--- config.mk ---
export PLATFORM = sky130hd
export DESIGN_NAME = fdiv_wb_track_flat
export DESIGN_NICKNAME = d
export VERILOG_FILES = /design/src/rtl/fdiv_wb_track_if.sv /design/src/rtl/fdiv_wb_track.sv /design/src/flat_wrapper.sv
export SDC_FILE = /design/constraint.sdc
export NUM_CORES = 1
export LEC_CHECK = 0
export CAP_MARGIN = 20
export CORE_UTILIZATION = 30
export DETAILED_ROUTE_END_ITERATION = 10
export GPL_TIMING_DRIVEN = 0
export HOLD_SLACK_MARGIN = 0.15
export SLEW_MARGIN = 10
export SYNTH_ARGS = -nofsm -noshare
export SYNTH_HDL_FRONTEND = slang
export SYNTH_SLANG_ARGS = --single-unit
--- constraint.sdc ---
create_clock -name clk -period 2.65 [get_ports clk]
set_clock_uncertainty 0.1 [all_clocks]
set_input_delay 0.3975 -clock clk [delete_from_list [all_inputs] [get_ports clk]]
set_output_delay 0.3975 -clock clk [all_outputs]
set_load 0.01 [all_outputs]
--- src/rtl/fdiv_wb_track_if.sv ---
// Bundle between the divider write-back tracker and its surroundings (ID stage,
// divider datapath, FP register file).
//   master : drives ena, the ID-stage fdiv/source info, divider result s, flag_clr
//   slave  : the tracker; drives the regfile write port, forward selects,
//            dependency stall, in_flight and the sticky flags
interface fdiv_wb_track_if #(
  parameter int unsigned AW = 5,
  parameter int unsigned DW = 32
);
  logic          ena;
  logic          id_fdiv;
  logic [AW-1:0] id_fd;
  logic [AW-1:0] id_fs;
  logic [AW-1:0] id_ft;
  logic          id_use_fs;
  logic          id_use_ft;
  logic [DW-1:0] s;
  logic          flag_clr;
  logic          wb_we;
  logic [AW-1:0] wb_addr;
  logic [DW-1:0] wb_data;
  logic [1:0]    fwd_fs;
  logic [1:0]    fwd_ft;
  logic          dep_stall;
  logic          in_flight;
  logic [2:0]    flags;

  modport master (
    output ena, id_fdiv, id_fd, id_fs, id_ft, id_use_fs, id_use_ft, s, flag_clr,
    input  wb_we, wb_addr, wb_data, fwd_fs, fwd_ft, dep_stall, in_flight, flags
  );

  modport slave (
    input  ena, id_fdiv, id_fd, id_fs, id_ft, id_use_fs, id_use_ft, s, flag_clr,
    output wb_we, wb_addr, wb_data, fwd_fs, fwd_ft, dep_stall, in_flight, flags
  );
endinterface

--- src/rtl/fdiv_wb_track.sv ---
// Write-back tracker for the pipelined Newton divider. Shadows the divider's
// e1/e2/e3 stages with {valid, destination}, captures the e3 result into a W
// register that drives the FP regfile write port, and produces forwarding
// selects plus a dependency stall for the instruction in ID. Also keeps sticky
// {nan, inf, zero} flags of written results.
//   clk  : rising-edge clock
//   clrn : asynchronous active-low reset
//   bus  : slave side of fdiv_wb_track_if (see interface for signal list)
module fdiv_wb_track #(
  parameter int unsigned AW = 5,
  parameter int unsigned DW = 32
) (
  input logic             clk,
  input logic             clrn,
  fdiv_wb_track_if.slave  bus
);

  logic          e1v_q, e1v_d, e2v_q, e2v_d, e3v_q, e3v_d, wv_q, wv_d;
  logic [AW-1:0] e1d_q, e1d_d, e2d_q, e2d_d, e3d_q, e3d_d;
  logic          wb_we_q, wb_we_d;
  logic [AW-1:0] wb_addr_q, wb_addr_d;
  logic [DW-1:0] wb_data_q, wb_data_d;
  logic [2:0]    flags_q, flags_d;

  logic          dep_stall;
  logic          hit_fs, hit_ft;
  logic [7:0]    s_exp;
  logic [22:0]   s_frac;
  logic [2:0]    s_class;

  // Result class of s, IEEE single layout.
  assign s_exp   = bus.s[30:23];
  assign s_frac  = bus.s[22:0];
  assign s_class = {(s_exp == 8'hff) && (s_frac != '0),
                    (s_exp == 8'hff) && (s_frac == '0),
                    (s_exp == 8'h00) && (s_frac == '0)};

  // Producers in e1/e2 have no result yet, so a reader must wait.
  always_comb begin
    hit_fs    = (e1v_q && (e1d_q == bus.id_fs)) || (e2v_q && (e2d_q == bus.id_fs));
    hit_ft    = (e1v_q && (e1d_q == bus.id_ft)) || (e2v_q && (e2d_q == bus.id_ft));
    dep_stall = (bus.id_use_fs && hit_fs) || (bus.id_use_ft && hit_ft);
  end

  // e3 is checked before W so the youngest producer wins.
  always_comb begin
    bus.fwd_fs = 2'd0;
    if (bus.id_use_fs) begin
      if (e3v_q && (e3d_q == bus.id_fs))           bus.fwd_fs = 2'd2;
      else if (wv_q && (wb_addr_q == bus.id_fs))   bus.fwd_fs = 2'd1;
    end
    bus.fwd_ft = 2'd0;
    if (bus.id_use_ft) begin
      if (e3v_q && (e3d_q == bus.id_ft))           bus.fwd_ft = 2'd2;
      else if (wv_q && (wb_addr_q == bus.id_ft))   bus.fwd_ft = 2'd1;
    end
  end

  always_comb begin
    e1v_d     = e1v_q;
    e1d_d     = e1d_q;
    e2v_d     = e2v_q;
    e2d_d     = e2d_q;
    e3v_d     = e3v_q;
    e3d_d     = e3d_q;
    wv_d      = wv_q;
    wb_addr_d = wb_addr_q;
    wb_data_d = wb_data_q;
    // Strobe drops while stalled so a write is never repeated.
    wb_we_d   = 1'b0;
    flags_d   = flags_q;

    if (bus.ena) begin
      e1v_d   = bus.id_fdiv && !dep_stall;
      e1d_d   = bus.id_fd;
      e2v_d   = e1v_q;
      e2d_d   = e1d_q;
      e3v_d   = e2v_q;
      e3d_d   = e2d_q;
      wv_d    = e3v_q;
      wb_we_d = e3v_q;
      if (e3v_q) begin
        wb_addr_d = e3d_q;
        wb_data_d = bus.s;
      end
    end

    // A new class bit survives a same-cycle clear.
    if (bus.ena && e3v_q) begin
      flags_d = (bus.flag_clr ? 3'b000 : flags_q) | s_class;
    end else if (bus.flag_clr) begin
      flags_d = 3'b000;
    end
  end

  always_ff @(posedge clk or negedge clrn) begin
    if (!clrn) begin
      e1v_q     <= 1'b0;
      e1d_q     <= '0;
      e2v_q     <= 1'b0;
      e2d_q     <= '0;
      e3v_q     <= 1'b0;
      e3d_q     <= '0;
      wv_q      <= 1'b0;
      wb_we_q   <= 1'b0;
      wb_addr_q <= '0;
      wb_data_q <= '0;
      flags_q   <= 3'b000;
    end else begin
      e1v_q     <= e1v_d;
      e1d_q     <= e1d_d;
      e2v_q     <= e2v_d;
      e2d_q     <= e2d_d;
      e3v_q     <= e3v_d;
      e3d_q     <= e3d_d;
      wv_q      <= wv_d;
      wb_we_q   <= wb_we_d;
      wb_addr_q <= wb_addr_d;
      wb_data_q <= wb_data_d;
      flags_q   <= flags_d;
    end
  end

  assign bus.wb_we     = wb_we_q;
  assign bus.wb_addr   = wb_addr_q;
  assign bus.wb_data   = wb_data_q;
  assign bus.dep_stall = dep_stall;
  assign bus.in_flight = e1v_q || e2v_q || e3v_q || wv_q;
  assign bus.flags     = flags_q;

endmodule

--- src/flat_wrapper.sv ---
// flat-port wrapper written by rule: the top's interface ports become plain ports
module fdiv_wb_track_flat 
#(
  parameter int unsigned AW = 5,
  parameter int unsigned DW = 32
)
  (clk, clrn, bus_ena, bus_id_fdiv, bus_id_fd, bus_id_fs, bus_id_ft, bus_id_use_fs, bus_id_use_ft, bus_s, bus_flag_clr, bus_wb_we, bus_wb_addr, bus_wb_data, bus_fwd_fs, bus_fwd_ft, bus_dep_stall, bus_in_flight, bus_flags);
  fdiv_wb_track_if #(.AW(AW), .DW(DW)) bus_i ();
  input logic clk;
  input logic clrn;
  input wire logic [$bits(bus_i.ena)-1:0] bus_ena;
  input wire logic [$bits(bus_i.id_fdiv)-1:0] bus_id_fdiv;
  input wire logic [$bits(bus_i.id_fd)-1:0] bus_id_fd;
  input wire logic [$bits(bus_i.id_fs)-1:0] bus_id_fs;
  input wire logic [$bits(bus_i.id_ft)-1:0] bus_id_ft;
  input wire logic [$bits(bus_i.id_use_fs)-1:0] bus_id_use_fs;
  input wire logic [$bits(bus_i.id_use_ft)-1:0] bus_id_use_ft;
  input wire logic [$bits(bus_i.s)-1:0] bus_s;
  input wire logic [$bits(bus_i.flag_clr)-1:0] bus_flag_clr;
  output wire logic [$bits(bus_i.wb_we)-1:0] bus_wb_we;
  output wire logic [$bits(bus_i.wb_addr)-1:0] bus_wb_addr;
  output wire logic [$bits(bus_i.wb_data)-1:0] bus_wb_data;
  output wire logic [$bits(bus_i.fwd_fs)-1:0] bus_fwd_fs;
  output wire logic [$bits(bus_i.fwd_ft)-1:0] bus_fwd_ft;
  output wire logic [$bits(bus_i.dep_stall)-1:0] bus_dep_stall;
  output wire logic [$bits(bus_i.in_flight)-1:0] bus_in_flight;
  output wire logic [$bits(bus_i.flags)-1:0] bus_flags;
  assign bus_i.ena = bus_ena;
  assign bus_i.id_fdiv = bus_id_fdiv;
  assign bus_i.id_fd = bus_id_fd;
  assign bus_i.id_fs = bus_id_fs;
  assign bus_i.id_ft = bus_id_ft;
  assign bus_i.id_use_fs = bus_id_use_fs;
  assign bus_i.id_use_ft = bus_id_use_ft;
  assign bus_i.s = bus_s;
  assign bus_i.flag_clr = bus_flag_clr;
  assign bus_wb_we = bus_i.wb_we;
  assign bus_wb_addr = bus_i.wb_addr;
  assign bus_wb_data = bus_i.wb_data;
  assign bus_fwd_fs = bus_i.fwd_fs;
  assign bus_fwd_ft = bus_i.fwd_ft;
  assign bus_dep_stall = bus_i.dep_stall;
  assign bus_in_flight = bus_i.in_flight;
  assign bus_flags = bus_i.flags;
  fdiv_wb_track #(.AW(AW), .DW(DW)) u_core (.clk(clk), .clrn(clrn), .bus(bus_i));
endmodule
==> impl_metrics.py <==
metrics = {
    "synthesis": {
        "yosysWarnings": 0,
        "synth_area_per_cell_sq_um": 13.3,
        "syn_inst": 211,
        "netlist.area_leader.share_pct": 53.7,
        "synthArstFlopShare_pct": 100,
        "synth_most_common_cell": "dfrtp_1",
        "synth_seq_cells": 60,
        "synth_area_leaders": "dfrtp_1 (54%), mux2_2 (22%), xnor2_1 (7.5%), xor2_1 (5.0%), nand4_1 (2.0%)",
        "netlist_area_sq_um": 2800,
        "synth_edf_count": 0,
        "yosysTopAreaCell": "dfrtp_1",
        "synthFlopType": "dfrtp_1",
        "syn_nets": 265,
        "ys_seq_area_share_pct": 53.7,
        "synth_cell_type_count": 24,
        "synth_common_cells": "dfrtp_1 (60), mux2_2 (54), xnor2_1 (24)",
    },
    "setup_path": {
        "timing.rr.start": "u_core.e3v_q",
        "cp_data_required_time_ns": 2.15,
        "critPathMaxFanout": 4,
        "rr_endpoint": "u_core.bus.wb_data[13]",
        "r2r_cells": 3,
        "crit_path_start_kind": "flop",
        "arrival_ns": 1.98,
        "critical_path.endpoint_type": "primary output",
        "path_class": "reg2out",
        "rrSetupSlack_ns": 1.07,
    },
    "timing": {
        "finalCritPeriodShare_pct": 93.4,
        "drv_slew": 0,
        "fmax_ghz": 0.404,
        "hold_viol": 0,
        "period_minus_slack_ns": 2.47,
        "finalSetupViolations": 0,
        "worst_slew_pin_slew_ns": 0.767,
        "timing.setup.tns_ns": 0,
        "relSlewSlack_pct": 48.9,
        "rsz0062_at_grt": "false",
    },
    "global_route": {
        "antenna_found_initial": 0,
        "grt_overflow": 0,
        "grt_usage_pct": 15.5,
        "grt_max_degree": 61,
        "grt_pass1_vias": 2275,
        "grt_pass1_wl_um": 11400,
    },
    "power_and_ir_drop": {
        "ir_worst_vdd_v": 0.000414,
        "powerDensity_nw_per_um2": 784,
        "p_leak_nw": 1.71,
    },
    "status": {
        "status": "complete, no violations",
    },
    "detailed_routing": {
        "vias": 2072,
        "wirelength_um": 7080,
        "wl_per_cell_um": 16.2,
        "first_pass_iters": 4,
        "drc": 0,
        "initialDrtViolationCount": 37,
        "avgViaCountPerCell": 4.75,
        "antenna_left": 0,
    },
    "finish": {
        "drive_gt1_share_pct": 25.0,
        "fill_cells": 840,
        "post-route-util_pct": 46.4,
        "nets": 377,
        "area_growth_pct": 47.5,
        "stdcell_count": 436,
        "n_antenna_cell": 0,
    },
    "die": {
        "die_area_sq_um": 9720,
        "start_util_pct": 31.5,
        "ios": 101,
        "core-area_sq_um": 8890,
        "dieHeight_um": 98.6,
        "std_cell_rows": 34,
        "die_w_um": 98.6,
    },
    "placed_design": {
        "port_buffers": 99,
        "gp_congestion": 0.840,
        "hpwl_um": 5140,
        "dp_cells": 418,
    },
    "clock_tree": {
        "clock-root-buffer": "clkbuf_8",
        "htreeDepth": 3,
        "clkSlewWorstSetupHoldPaths_ns": 0.07,
        "cts_buffer_depth": 2,
        "cts.sinks": 60,
        "cts_made_buffers": 9,
        "tritoncts": "done",
        "clk_latency_ns": 0.34,
    },
    "worst_hold_path": {
        "worstHoldStart": "u_core.bus.wb_data[27]",
        "hold_class": "reg2reg",
        "hold_end": "u_core.bus.wb_data[27]",
        "min_path_cells": 1,
    },
    "job": {
        "cap_violations": 0,
    },
}
final cells by class:
type                       instances  area [sq um]  area share (%)
timing repair buffer             101          1000            24.3
clock inverter                     4          25.0           0.607
sequential                        60          1500            36.4
multi-input combinational        141          1270            30.8
inverter                           4          15.0           0.364
tap                              108           135            3.28
clock buffer                      12           145            3.52
buffer                             6          30.0           0.728
repair_timing:
item,4_1_cts,5_1_grt
pin swaps,3,4
hold endpoints to repair,60,0
hold buffers,1,0
resized for setup,10,6
buffers inserted,0,1
endpoints found under the setup margin,5,4
registers in the layout (all words and copies together) (netlist names):
| signal | count |
|---|---|
| u_core.bus.wb_data | 32 |
| u_core.bus.wb_we | 1 |
| u_core.bus.flags | 3 |
| u_core.e1v_q | 1 |
| u_core.wv_q | 1 |
| u_core.e3d_q | 5 |
| u_core.e1d_q | 5 |
| u_core.e3v_q | 1 |
| u_core.bus.wb_addr | 5 |
| u_core.e2v_q | 1 |
| u_core.e2d_q | 5 |
cell families after synthesis:
family                    Yosys count  share of synthesized area (%)
muxes                              54                           21.7
buffers and inverters              10                           1.61
xor gates and xnor gates           40                           12.5
AOI/OAI and AO/OA                   7                           1.88
and+or+nand+nor                    40                           8.59
DFF                                60                           53.7
routing by layer:
| metal | up-vias | wire [um] | GRT usage, % |
|---|---|---|---|
| met5 | - | 0 | 0 |
| met4 | 0 | 114 | 5.28 |
| met3 | 11 | 788 | 9.08 |
| met2 | 87 | 3140 | 24.2 |
| met1 | 995 | 3030 | 17.6 |
| li1 | 979 | - | - |
power by group:
part,internal [mW],switching (mW)
clock network,0.362,0.367
registers,1.16,0.202
logic,0.722,0.417
total,2.25,0.987
critical path: stages, from the launching register on:
cell and delay, ns:
dfrtp_1 0.43, xor2_1 0.23, nor4_2 0.06, and3_1 0.17, nor3_1 0.19, clkdlybuf4s50_1 0.56
worst max-delay path by stage:
stage | from | to | slack (ns) | cells after the start
after CTS | u_core.e3d_q[1] | bus_fwd_fs[1] | 0.0003 | 5
after floorplan | bus_id_ft[0] | bus_fwd_ft[0] | 1.01 | 4
after global placement | clrn | u_core.bus.wb_data[6] | -1.02 | 1
after detailed placement | bus_id_ft[2] | bus_fwd_ft[1] | -0.22 | 6
final | u_core.e3d_q[2] | bus_fwd_fs[0] | 0.18 | 5
after global routing | u_core.e3d_q[2] | bus_fwd_fs[0] | 0.04 | 5
through the flow:
| step | hold slack [ns] | instance area, sq um | power [mW] | setup WS [ns] |
|---|---|---|---|---|
| CTS | 0.409 | 4100 | 3.27 | 0.000276 |
| finish | 0.404 | 4130 | 3.23 | 0.176 |
| global placement | 0.381 | 3920 | 2.51 | -1.02 |
| detailed placement | 0.388 | 3920 | 2.52 | -0.224 |
| floorplan | 0.00191 | 2800 | 1.86 | 1.01 |
| global route | 0.420 | 4130 | 3.43 | 0.0368 |
cells in the final DEF, fill, tap and decap left out, types with 3 or more instances in the layout:
master and instances:
nor4_2 4, nand3_1 5, dlygate4sd2_1 9, xor2_1 16
mux2_2 54, buf_2 5, inv_1 4, and2_1 3
clkbuf_8 10, clkdlybuf4s50_1 86, nor3_1 4, nor4_1 6
dlymetal6s2s_1 3, dfrtp_1 59, o21ai_0 3, xnor2_1 24
nand4_1 9
Power figures use the tool's default switching activity.
